$ cat src/rtl/alu_pkg.sv
// alu_pkg: shared op codes, flag layout and skid-buffer states for the ALU result stage.
package alu_pkg;
  typedef enum logic [4:0] {
    MOV = 5'd0, CMP = 5'd1, ADD = 5'd2, SUB = 5'd3, MUL = 5'd4, DIV = 5'd5,
    XOR = 5'd6, AND = 5'd7, NOT = 5'd8, SHL = 5'd9, SHR = 5'd10
  } alu_op_e;
  localparam logic [4:0] ALU_OP_MAX = 5'd10;
  typedef struct packed {
    logic n;
    logic z;
    logic c;
    logic v;
  } flags_t;
  typedef enum logic [1:0] {EMPTY, ONE, TWO} skid_state_e;
endpackage

$ cat src/rtl/alu_flag_gen.sv
// alu_flag_gen: combinational N/Z/C/V flags and illegal-op detection for one ALU result.
module alu_flag_gen
  import alu_pkg::*;
#(
  parameter int N = 4
) (
  input  logic [4:0] select,
  input  logic [N:0] result,
  input  logic       carry,
  input  logic       overflow,
  output flags_t     flags,
  output logic       illegal
);
  logic arith;
  always_comb begin
    arith   = select inside {CMP, ADD, SUB};
    flags   = '{n: result[N], z: result == '0, c: arith & carry, v: arith & overflow};
    illegal = select > ALU_OP_MAX;
  end
endmodule

$ cat src/rtl/alu_result_stage.sv
// alu_result_stage: registered ALU output stage with 2-entry skid buffer and flag capture.
// Optional ALU_STICKY_FLAGS_EN adds a sticky overflow bit set on fire of a V=1 entry.
module alu_result_stage
  import alu_pkg::*;
#(
  parameter int N     = 4,
  parameter int CNT_W = 16
) (
  input  logic             clk,
  input  logic             rst,
  input  logic             in_valid,
  output logic             in_ready,
  input  logic [4:0]       in_select,
  input  logic [N:0]       in_result,
  input  logic             in_carry,
  input  logic             in_overflow,
  output logic             out_valid,
  input  logic             out_ready,
  output logic [N:0]       out_result,
  output logic [4:0]       out_select,
  output logic [3:0]       out_flags,
  output logic             out_illegal,
  output logic [CNT_W-1:0] op_count,
  input  logic             clr_sticky,
  output logic             sticky_v
);
  localparam int E = N + 11;
  flags_t          fg_flags;
  logic            fg_illegal;
  logic [E-1:0]    in_ent, m_q, m_d, s_q, s_d;
  skid_state_e     state_q, state_d;
  logic [CNT_W-1:0] op_count_q, op_count_d;
  logic            acc, fire;

  alu_flag_gen #(.N(N)) u_flag_gen (
    .select   (in_select),
    .result   (in_result),
    .carry    (in_carry),
    .overflow (in_overflow),
    .flags    (fg_flags),
    .illegal  (fg_illegal)
  );

  // Entry layout: {illegal, flags, select, result}
  assign in_ent      = {fg_illegal, fg_flags, in_select, in_result};
  assign in_ready    = state_q != TWO;
  assign out_valid   = state_q != EMPTY;
  assign out_result  = m_q[N:0];
  assign out_select  = m_q[N+5:N+1];
  assign out_flags   = m_q[N+9:N+6];
  assign out_illegal = m_q[N+10];
  assign op_count    = op_count_q;

  always_comb begin
    acc        = in_valid & in_ready;
    fire       = out_valid & out_ready;
    state_d    = state_q;
    m_d        = m_q;
    s_d        = s_q;
    op_count_d = acc ? op_count_q + 1'b1 : op_count_q;
    case (state_q)
      EMPTY: begin
        state_d = acc ? ONE : EMPTY;
        m_d     = acc ? in_ent : m_q;
      end
      ONE: begin
        state_d = acc ? (fire ? ONE : TWO) : (fire ? EMPTY : ONE);
        m_d     = acc & fire ? in_ent : m_q;
        s_d     = acc & !fire ? in_ent : s_q;
      end
      TWO: begin
        state_d = fire ? ONE : TWO;
        m_d     = fire ? s_q : m_q;
      end
      default: state_d = EMPTY;
    endcase
  end

  always_ff @(posedge clk or posedge rst) begin
    if (rst) begin
      state_q    <= EMPTY;
      m_q        <= '0;
      s_q        <= '0;
      op_count_q <= '0;
    end else begin
      state_q    <= state_d;
      m_q        <= m_d;
      s_q        <= s_d;
      op_count_q <= op_count_d;
    end
  end

`ifdef ALU_STICKY_FLAGS_EN
  logic sticky_q, sticky_d;
  // A set on fire overrides a same-cycle clear
  always_comb sticky_d = (sticky_q & ~clr_sticky) | (fire & m_q[N+6]);
  always_ff @(posedge clk or posedge rst) begin
    if (rst) sticky_q <= 1'b0;
    else     sticky_q <= sticky_d;
  end
  assign sticky_v = sticky_q;
`else
  logic unused_clr;
  assign unused_clr = clr_sticky;
  assign sticky_v   = 1'b0;
`endif
endmodule

$ cat config.mk
export PLATFORM = sky130hd
export DESIGN_NAME = alu_result_stage
export DESIGN_NICKNAME = d
export VERILOG_FILES = /design/src/rtl/alu_pkg.sv /design/src/rtl/alu_flag_gen.sv /design/src/rtl/alu_result_stage.sv
export SDC_FILE = /design/constraint.sdc
export NUM_CORES = 1
export LEC_CHECK = 0
export ABC_AREA = 1
export BUFFER_PORTS_ARGS = -buffer_cell sky130_fd_sc_hd__buf_4
export CORE_UTILIZATION = 30
export DETAILED_ROUTE_END_ITERATION = 8
export PLACE_DENSITY = 0.55
export SETUP_SLACK_MARGIN = 0.05
export SLEW_MARGIN = 20
export SYNTH_ARGS = -nofsm -noshare
export SYNTH_HDL_FRONTEND = slang
export SYNTH_SLANG_ARGS = --single-unit
$ cat constraint.sdc
create_clock -name clk -period 1.2 [get_ports clk]
set_input_delay 0.24 -clock clk [delete_from_list [all_inputs] [get_ports clk]]
set_output_delay 0.24 -clock clk [all_outputs]
set_load 0.01 [all_outputs]
# == After elaboration in Yosys (flattened, before gate mapping) ==
# Cells that the tools add are included.
# op_classes
add_sub_neg,1
n_lt_le_gt_ge,1
eq_ne,9
mux,9
bitwise,6
n_reduce_logical,8
# ops
op,count
$mux W15,3
$pmux W15 S3,1
$add A16 B1 Y16 const B,1
$eq A5 B2 Y1 const B,2
$ne A2 B2 Y1 const B,4
$and A1 B1 Y1,6
$pmux W2 S3,1
$reduce_bool A3 Y1,2
$eq A5 B1 Y1 const B,1
$gt A5 B4 Y1 const B,1
$logic_not A5 Y1,1
$mux W2,2
$reduce_and A4 Y1,1
$eq A2 B1 Y1 const B,1
$eq A2 B2 Y1 const B,1
$logic_not A2 Y1,1
$mux W1,2
$reduce_and A2 Y1,1
$reduce_bool A2 Y1,1
$logic_not A1 Y1,1
# word_totals
register_bits,48
in_bits,17
word_cells,38

# == Logic depth before layout (Yosys ltp) ==
# Gate-level depths: netlist of run 1.
# depth
ltp_word,5
ltp_mapped,8

# == Modules after synthesis ==
# A second synthesis of run 1 with hierarchy kept.
# unflattened
cells_unflattened,299
hier_area_um2,2324.7
# by_module_without_submodules
module,instances,cells_each,area_each_um2,seq_area_each_um2
alu_result_stage,1,281,2248.4,1201.2
alu_flag_gen,1,18,76.3,0.0

# == Worst setup path after synthesis of run 1 ==
# Ideal clock, no wire load.
# synth_path
kind,reg2reg
from,"register op_count_q[0], in the netlist op_count[0]"
to,"register op_count_q[12], in the netlist op_count[12]"
t_arrival_ns,1.164
path_slack_ns,-0.081
path_stages_with_launch,9
path_buffers,0
period_less_slack_ns,1.281
path_cell_list,dfrtp_1 -> ha_1 -> inv_1 -> nor2_1 -> nand2_1 -> nor2_2 -> nand2_1 -> nand2_1 -> nand2_1
# synth_between
elab_chain_cells,1
# synth_lines
element,line_no,text
from (decl),alu_result_stage.sv:32,"logic [CNT_W-1:0] op_count_q, op_count_d;"
from (signal assigned),alu_result_stage.sv:89,op_count_q <= op_count_d;
$add A16 B1 Y16,alu_result_stage.sv:60,op_count_d = acc ? op_count_q + 1'b1 : op_count_q;
# No other way between the ends.
# A chain may end at the register's enable or synchronous reset.

# == Final worst setup path of run 1 ==
# layout_path
from,register state_q[1]
to,output port in_ready
# layout_between
elab_chain_cells,1
# layout_lines
element,line_no,text
from (decl),alu_result_stage.sv:31,"skid_state_e state_q, state_d;"
from (signal assigned),alu_result_stage.sv:86,state_q <= state_d;
$ne A2 B2 Y1,alu_result_stage.sv:46,assign in_ready = state_q != TWO;
to (decl),alu_result_stage.sv:12,"output logic in_ready,"
# No other way between the ends.

==> impl_metrics.ini, run 1 <==
[worst_setup_path]
regToRegStartpoint = state_q[1]$_DFF_PP0_
criticalPathCategory = reg2out
startpoint = state_q[1]$_DFF_PP0_
crit_end = in_ready
critical_path_required_ps = 960
ff2ff_setup_slack_ps = -190
cp.arrival_ps = 1160
cp_max_fo = 8
rr_endpoint = op_count[14]$_DFFE_PP0P_
critPathLaunchType = flop
end_kind = output pin
rr_worst_depth = 9

[sta]
layout_setup_ws_ps = -203.6
hold_viol = 0
min_period_ps = 1404
final-setup-viol-count = 49
holdWs_ps = 110.4
rsz0062_at_grt = true
slew_violations = 0
fmax_mhz = 712.4
timing.setup.tns_ps = -6098
fin_crit_sh_pct = 117.0
clock_skew_ps = 3.130

[grt]
met2_usage_pct = 27.41
overflow = 0
grt_use_met1_pct = 19.48
top_usage_layer = met2
antenna_found_initial = 0
track_usage_pct = 15.77
grt_pass1_wl_um = 9459
grt_pass1_vias = 2073
grt_max_degree = 47
use_met3_pct = 3.232

[synth]
synth_cells = 276
ys_seq_area_share_pct = 50.16
synth_cell_types = 30
yosys_warnings = 0
synth_area_per_cell_um2 = 8.314
synth_area_um2 = 2295
ys_ff_latch = 46
synth_fp_nets = 294

[outcome]
violations = setup timing
status = complete, but fails checks

[routing]
drt-initial-drc-count = 57
routed_wl_um = 5901
ant_nets = 0
drc = 0
vias_per_cell = 4.419
wl_per_cell_um = 12.07
routed-via-count = 2161
drtPass1Iterations = 4

[layout]
diodes = 0
nNetsFinal = 407
fin_cells = 489
final_cell_mix = nand2_1 (75), buf_4 (64), dfrtp_1 (44)
area_growth_pct = 64.01
drive_gt1_share_pct = 46.41
final_util_pct = 51.34
mostFrequentLayoutCell = nand2_1

[floorplan]
initial_core_util_pct = 31.30
ios = 51
core_um2 = 7331
die_w_um = 89.46
dieArea_um2 = 8003
rows = 31
fp.dieH_um = 89.46

[clock_tree]
path_clk_slew_ps = 90
numCtsBuffers = 5
clkLatencyLatePin_ps = 300
cts_tree = built
clockBufferDepth = 2
cts_sinks = 46
cts.root.buffer_cell = clkbuf_8
htreeDepth = 2

[power_and_ir_drop]
switching_share_pct = 37.20
power.share.clock_pct = 13.3
peakVddDrop_uv = 1037
combinationalPowerShare_pct = 52.7
seq_power_share_pct = 34.0
power_density_nw_per_um2 = 1950
netSwitchingPower_mw = 2.730
p_int_mw = 4.608
p_leak_nw = 1.860

[placement]
place_ws_ps = -71.58
dp_hpwl_um = 3723
place.port_buffers = 48
routabilityCongestion = 0.7353
dp.cells = 444

[job]
cap_violations = 0

[hold_path]
hold_class = in2reg
-- cell usage after synthesis, drive strengths merged --
cell,number,area share (%)
o31ai,1,0.33
conb,1,0.16
nand3,7,2.3
nand4,3,0.82
o21ai,39,9.0
nand3b,2,0.65
ha,1,0.55
o211ai,2,0.65
nor3,4,1.1
nor2,25,6.7
dfrtp,46,50
xor2,8,3.4
nand2,92,15
inv,34,5.6
xnor2,1,0.38
a21oi,2,0.44
buf,8,2.5
-- layer usage --
| layer | vias up | wire, µm |
|---|---|---|
| met5 | - | 0 |
| met4 | 0 | 79 |
| met3 | 10 | 227 |
| met2 | 47 | 2943 |
| met1 | 1011 | 2651 |
| li1 | 1093 | - |
-- logic make-up (layout without fill, tap and decap cells) --
family | after synthesis | in the layout | share of synthesized area, %
adders and majority gates | 1 | 1 | 0.5452
xor gates and xnor gates | 9 | 9 | 3.763
AOI/OAI and AO/OA | 44 | 44 | 10.41
other | 1 | 1 | 0.1634
and+or+nand+nor | 133 | 133 | 26.88
buffers and inverters | 42 | 156 | 8.069
DFF | 46 | 46 | 50.16
-- per-stage QoR --
step / power (mW) / area [µm²]
6_report: 7.338 / 3764
5_1_grt: 7.902 / 3764
4_1_cts: 6.948 / 3562
3_5_place_dp: 5.164 / 3003
3_3_place_gp: 5.117 / 3003
2_1_floorplan: 3.896 / 2308
-- worst max-delay path: stages (launching register included) --
cell	delay (ps)
dfrtp_1	400
inv_2	120
nor2_8	60
buf_12	130
inv_8	60
buf_6	90
-- state kept, by name (all words and copies together), names as in the netlist --
signal and count:
s_q 14, m_q 14, op_count 16, state_q 2
-- what timing repair did --
item                                    in CTS  in global routing
resized for setup                           74                 42
cloned                                       4                  1
endpoints found under the hold margin       46                  0
hold buffers                                 1                  0
buffers inserted                            25                  6
endpoints found under the setup margin      56                 65
pin swaps                                   17                 14
-- worst min-delay path by stage --
stage                                         end  slack, ps  startpoint  cells past startpoint
after floorplan                m_q[0]$_DFFE_PP0P_        260         rst                      1
after global placement    op_count[1]$_DFFE_PP0P_        320         rst                      3
after detailed placement  op_count[1]$_DFFE_PP0P_        330         rst                      3
after CTS                    state_q[0]$_DFF_PP0_        110    in_valid                      2
after global routing         state_q[0]$_DFF_PP0_        100    in_valid                      2
final                        state_q[0]$_DFF_PP0_        110    in_valid                      2
-- cell type report --
type / count / area [µm²]
Clock buffer: 5 / 68.82
Clock inverter: 3 / 21.27
Fill cell: 693 / 3567
Inverter: 34 / 148.9
Multi-Input combinational cell: 188 / 1122
Sequential cell: 46 / 1154
Tap cell: 99 / 123.9
Timing Repair Buffer: 114 / 1125
-- power groups by stage --
stage	clock network, mW	logic [mW]	registers [mW]
final	0.976	3.87	2.49
after floorplan	0	1.26	2.64
after global placement	0	2.65	2.47
after CTS	1.02	3.44	2.48
after global routing	1.08	4.25	2.56
after detailed placement	0	2.69	2.47
Note: power is estimated with default switching activity, not from simulation.
==> inputs of run 2 (changes only) <==
- ABC_AREA: 1 -> not set
- PLACE_DENSITY: 0.55 -> 0.56
==> impl_metrics.ini, run 2 <==
[routing]
drt-initial-drc-count = 87
routed-via-count = 1916
drtPass1Iterations = 4
ant_nets = 0
drc = 0
routed_wl_um = 5454
vias_per_cell = 4.477
wl_per_cell_um = 12.74

[clock_tree]
clkLatencyLatePin_ps = 300
htreeDepth = 2
numCtsBuffers = 5
cts_sinks = 46
cts.root.buffer_cell = clkbuf_8
clockBufferDepth = 2
path_clk_slew_ps = 90
cts_tree = built

[job]
cap_violations = 0

[layout]
final_cell_mix = buf_4 (68), nand2_1 (50), dfrtp_1 (41)
nNetsFinal = 349
drive_gt1_share_pct = 52.41
final_util_pct = 52.60
area_growth_pct = 68.50
diodes = 0
mostFrequentLayoutCell = buf_4
largest_reg_flops = 16
stdcell_area_um2 = 3573

[outcome]
violations = setup timing
status = complete, but fails checks

[power_and_ir_drop]
combinationalPowerShare_pct = 42.7
p_total_mw = 5.668
netSwitchingPower_mw = 1.847
power_density_nw_per_um2 = 1586
p_leak_nw = 1.748
seq_power_share_pct = 39.8
peakVddDrop_uv = 742.0
p_int_mw = 3.821
power.share.clock_pct = 17.5
switching_share_pct = 32.59

[placement]
routabilityCongestion = 0.7631
place_area_um2 = 2879
dp_hpwl_um = 3482
place.port_buffers = 48

[floorplan]
rows = 30
core_um2 = 6794
die_w_um = 86.08
initial_core_util_pct = 31.22
fp.dieH_um = 86.08
dieArea_um2 = 7410
ios = 51

[worst_setup_path]
cp_max_fo = 3
end_kind = output pin
critPathLaunchType = flop
cp.arrival_ps = 1270
criticalPathCategory = reg2out
critical_path_required_ps = 960

[synth]
synth_edf_count = 0
synth_area_um2 = 2121
synthSimpleGateAreaFrac_pct = 26.25
ys_top_cells_by_area = dfrtp_1 (54%), nand2_1 (13%), xnor2_1 (4.1%)
ys_seq_area_share_pct = 54.28
synth_flop_cell = dfrtp_1
synth_area_per_cell_um2 = 9.468
synth_fa_ha_area_share_pct = 0.5900
synthMuxAreaShare_pct = 1.003
synth_cells = 224
synth_top_family_by_area = simple AND/OR/NAND/NOR gates
synth_cell_types = 40
yosys_warnings = 0
synth_fp_nets = 242
synth_compound_area_share_pct = 6.844
synth.most_common_cell = nand2_1
yosysTopAreaCell = dfrtp_1
yosys-top-cells-count = nand2_1 (71), dfrtp_1 (46), nor2_1 (19), a31oi_1 (12), xnor2_1 (10)
synth_xor_area_share_pct = 6.195
synth_top_area_share_pct = 54.28
async_reset_ff_share_pct = 100.0
ys_ff_latch = 46

[grt]
overflow = 0
antenna_found_initial = 0
grt_max_degree = 47
grt_pass1_wl_um = 8811
grt_pass1_vias = 1856
track_usage_pct = 15.16

[sta]
fin_crit_sh_pct = 126.0
hold_viol = 0
layout_setup_ws_ps = -312.4
clock_skew_ps = 5.357
timing.setup.tns_ps = -8476
slew_violations = 0
final-setup-viol-count = 51
rsz0062_at_grt = true
fmax_mhz = 661.2
holdWs_ps = 162.2
min_period_ps = 1512

[hold_path]
hold_class = in2reg
[run 2: changes by cell type in the layout (fill, tap and decap cells not counted), sizes merged, moves of 3 or more]
| cell | previous run | this run |
|---|---|---|
| o21ai | 39 | 1 |
| inv | 33 | 4 |
| nand2 | 92 | 71 |
| a31oi | 0 | 12 |
| xnor2 | 1 | 10 |
| nor2 | 25 | 19 |
| nor4 | 0 | 5 |
| a21oi | 2 | 6 |
| xor2 | 8 | 5 |
[run 2: path summary, 6_finish.rpt]
check                                startpoint                      end  slack (ps)  cells past startpoint
hold / removal                     in_result[3]      s_q[12]$_DFFE_PP0P_         160                      2
setup / recovery           state_q[1]$_DFF_PP0_                out_valid        -310                      4
setup reg to reg           state_q[1]$_DFF_PP0_      m_q[13]$_DFFE_PP0P_        -290                      8
min in group asynchronous                   rst      m_q[12]$_DFFE_PP0P_         540                      4
max in group asynchronous                   rst  op_count[2]$_DFFE_PP0P_         430                      4
hold reg to reg             s_q[10]$_DFFE_PP0P_      s_q[10]$_DFFE_PP0P_         480                      2
[run 2: stage by stage]
stage / instances / worst slack, ps
after floorplan: 224 / -320.3
after global placement: 389 / -254.1
after detailed placement: 389 / -334.3
after CTS: 416 / -350.3
after global routing: 428 / -360.2
final: 428 / -312.4
[run 2: cell families after synthesis]
family,count (synthesis)
xor gates and xnor gates,15
DFF,46
muxes,2
and+or+nand+nor,118
AOI/OAI and AO/OA,23
buffers and inverters,18
other,1
adders and majority gates,1
[run 2: power groups by stage]
stage	Sequential (mW)	Combinational (mW)	Clock, mW
4_1_cts	2.23	2.21	1.02
3_5_place_dp	2.22	1.74	0
3_3_place_gp	2.20	1.72	0
5_1_grt	2.30	2.62	1.10
6_report	2.26	2.42	0.993
2_1_floorplan	2.37	0.735	0
[run 2: timing repair]
item / in CTS / in global routing
setup buffers: 20 / 12
endpoints found under the hold margin: 0 / 2
resized for setup: 51 / 41
setup endpoints to repair: 56 / 63
hold buffers: 0 / 1
pin swaps: 20 / 17
[run 2: layout make-up]
cell class,instances,area [µm²]
Timing Repair Buffer,112,1044
Tap cell,96,120.1
Sequential cell,46,1157
Clock inverter,1,5.005
Multi-Input combinational cell,160,1127
Inverter,6,33.78
Fill cell,626,3221
Clock buffer,7,86.33
[run 2: routing by layer]
layer  GRT usage (%)  wire length [µm]  up-vias
met1           20.06              2405      929
met2           25.47              2853       26
met5               0                 0        -
met4           4.091                54        0
met3           2.791               140        6
li1                -                 -      955
[run 2: worst max-delay path, cell delays in order (launching register included)]
cell and delay (ps):
dfrtp_1 390, buf_6 120, buf_6 110, or2_4 230, buf_6 120
==> inputs of run 3 (changes only) <==
- CAP_MARGIN: not set -> 20
- CORE_ASPECT_RATIO: not set -> 0.75
==> impl_metrics.ini, run 3 (synthesized netlist as in run 2, its figures left out) <==
[outcome]
status = complete, but fails checks
violations = hold timing, setup timing

[power_and_ir_drop]
p_leak_nw = 1.718
p_int_mw = 3.771
combinationalPowerShare_pct = 43.3
netSwitchingPower_mw = 1.892
power_density_nw_per_um2 = 1534
power.share.clock_pct = 16.2
peakVddDrop_uv = 742.5
seq_power_share_pct = 40.5
switching_share_pct = 33.41

[clock_tree]
htreeDepth = 2
cts_sinks = 46
numCtsBuffers = 5
clockBufferDepth = 2
cts.root.buffer_cell = clkbuf_8
path_clk_slew_ps = 80
cts_tree = built
clkLatencyLatePin_ps = 290

[floorplan]
fp.dieH_um = 74.82
dieArea_um2 = 7413
rows = 26
core_um2 = 6832
die_w_um = 99.09
ios = 51
initial_core_util_pct = 31.04

[routing]
routed_wl_um = 6038
vias_per_cell = 4.608
drc = 0
wl_per_cell_um = 14.34
routed-via-count = 1940
drtPass1Iterations = 4
ant_nets = 0
drt-initial-drc-count = 76

[worst_setup_path]
ff2ff_setup_slack_ps = -270
cp_num_buf_inv = 0
max_stage_delay_ps = 380
cp.arrival_ps = 1690
crit_slowest_cell = dfrtp_1
critPathLaunchType = flop
cp_max_fo = 5
critical_path_required_ps = 1420
crit_family = simple AND/OR/NAND/NOR gates
end_kind = flop
crit_chain = ha_2 -> nand2_2 -> or3_4 -> nor4_4 -> xor2_1
criticalPathCategory = reg2reg

[sta]
min_period_ps = 1468
holdWs_ps = -4.375
fin_crit_sh_pct = 122.4
clock_skew_ps = 11.84
hold_viol = 17
final-setup-viol-count = 48
slew_violations = 0
fmax_mhz = 681.1
layout_setup_ws_ps = -268.2
rsz0062_at_grt = true

[layout]
mostFrequentLayoutCell = buf_4
final_util_pct = 54.05
n_fill_cell = 612
diodes = 0
drive_gt1_share_pct = 54.60
area_growth_pct = 74.10
largest_reg_flops = 16
final_cell_mix = buf_4 (65), nand2_1 (53), buf_6 (43)
fin_cells = 421
nNetsFinal = 355

[placement]
routabilityCongestion = 0.7280
place.port_buffers = 48
dp.cells = 378
dp_hpwl_um = 3530
place_ws_ps = -342.8

[grt]
grt_use_met1_pct = 21.90
grt_pass1_wl_um = 8956
met2_usage_pct = 25.72
grt_max_degree = 47
top_usage_layer = met2
grt_pass1_vias = 1864
use_met3_pct = 2.786
overflow = 0
antenna_found_initial = 0
track_usage_pct = 15.74

[hold_path]
hold_class = in2async

[job]
cap_violations = 0
[run 3: cell types whose count changed in the layout (fill, tap and decap cells not counted), sizes merged]
cell	change
clkinv	-1
clkbuf	+1
dlygate4sd3	-1
clkinvlp	+1
buf	+5
[run 3: area by class of cell]
cell class                      count  area, µm²  share of cell area [%]
Timing Repair Buffer              118       1185                   32.09
Multi-Input combinational cell    160       1132                   30.67
Inverter                            6      33.78                  0.9149
Clock buffer                        6      72.57                   1.965
Sequential cell                    46       1156                   31.31
Clock inverter                      1      7.507                  0.2033
Tap cell                           84      105.1                   2.846
[run 3: worst paths after layout]
check / startpoint / to / cells past startpoint
max in group asynchronous: rst / op_count[5]$_DFFE_PP0P_ / 3
min in group clk: in_select[0] / s_q[5]$_DFFE_PP0P_ / 3
min reg2reg: op_count[15]$_DFFE_PP0P_ / op_count[15]$_DFFE_PP0P_ / 1
max: op_count[1]$_DFFE_PP0P_ / op_count[14]$_DFFE_PP0P_ / 5
max reg2reg: op_count[1]$_DFFE_PP0P_ / op_count[14]$_DFFE_PP0P_ / 5
min: rst / op_count[10]$_DFFE_PP0P_ / 3
[run 3: timing repair]
action	in CTS	in global routing
cloned	2	3
resized for setup	57	50
endpoints found under the hold margin	0	0
setup buffers	20	12
setup endpoints to repair	59	62
hold buffers	0	0
pin swaps	10	16
[run 3: power groups by stage]
stage          logic (mW)  clock network (mW)  registers (mW)
5_1_grt              2.65                1.00            2.34
6_report             2.45               0.918            2.29
2_1_floorplan       0.735                   0            2.37
3_5_place_dp         1.72                   0            2.21
4_1_cts              2.07               0.942            2.21
3_3_place_gp         1.71                   0            2.20
[run 3: metal layers]
metal  share of wire, %  routed length (µm)  vias up
li1                   -                   -      966
met1                 49                2986      943
met2                 48                2871       26
met3                2.1                 128        5
met4               0.84                  51        0
met5                  0                   0        -
[run 3: per-stage QoR]
| step | setup TNS [ps] | total power [mW] | cell area, µm² |
|---|---|---|---|
| after detailed placement | -4988 | 3.934 | 2859 |
| after CTS | -5548 | 5.221 | 3366 |
| after global placement | -3821 | 3.905 | 2859 |
| after global routing | -11550 | 5.993 | 3692 |
| after floorplan | -1731 | 3.102 | 2247 |
| final | -8078 | 5.663 | 3692 |
[run 3: worst min-delay path, delay by kind of cell]
kind	cells	cell delay, ps
buffers and inverters	3	430
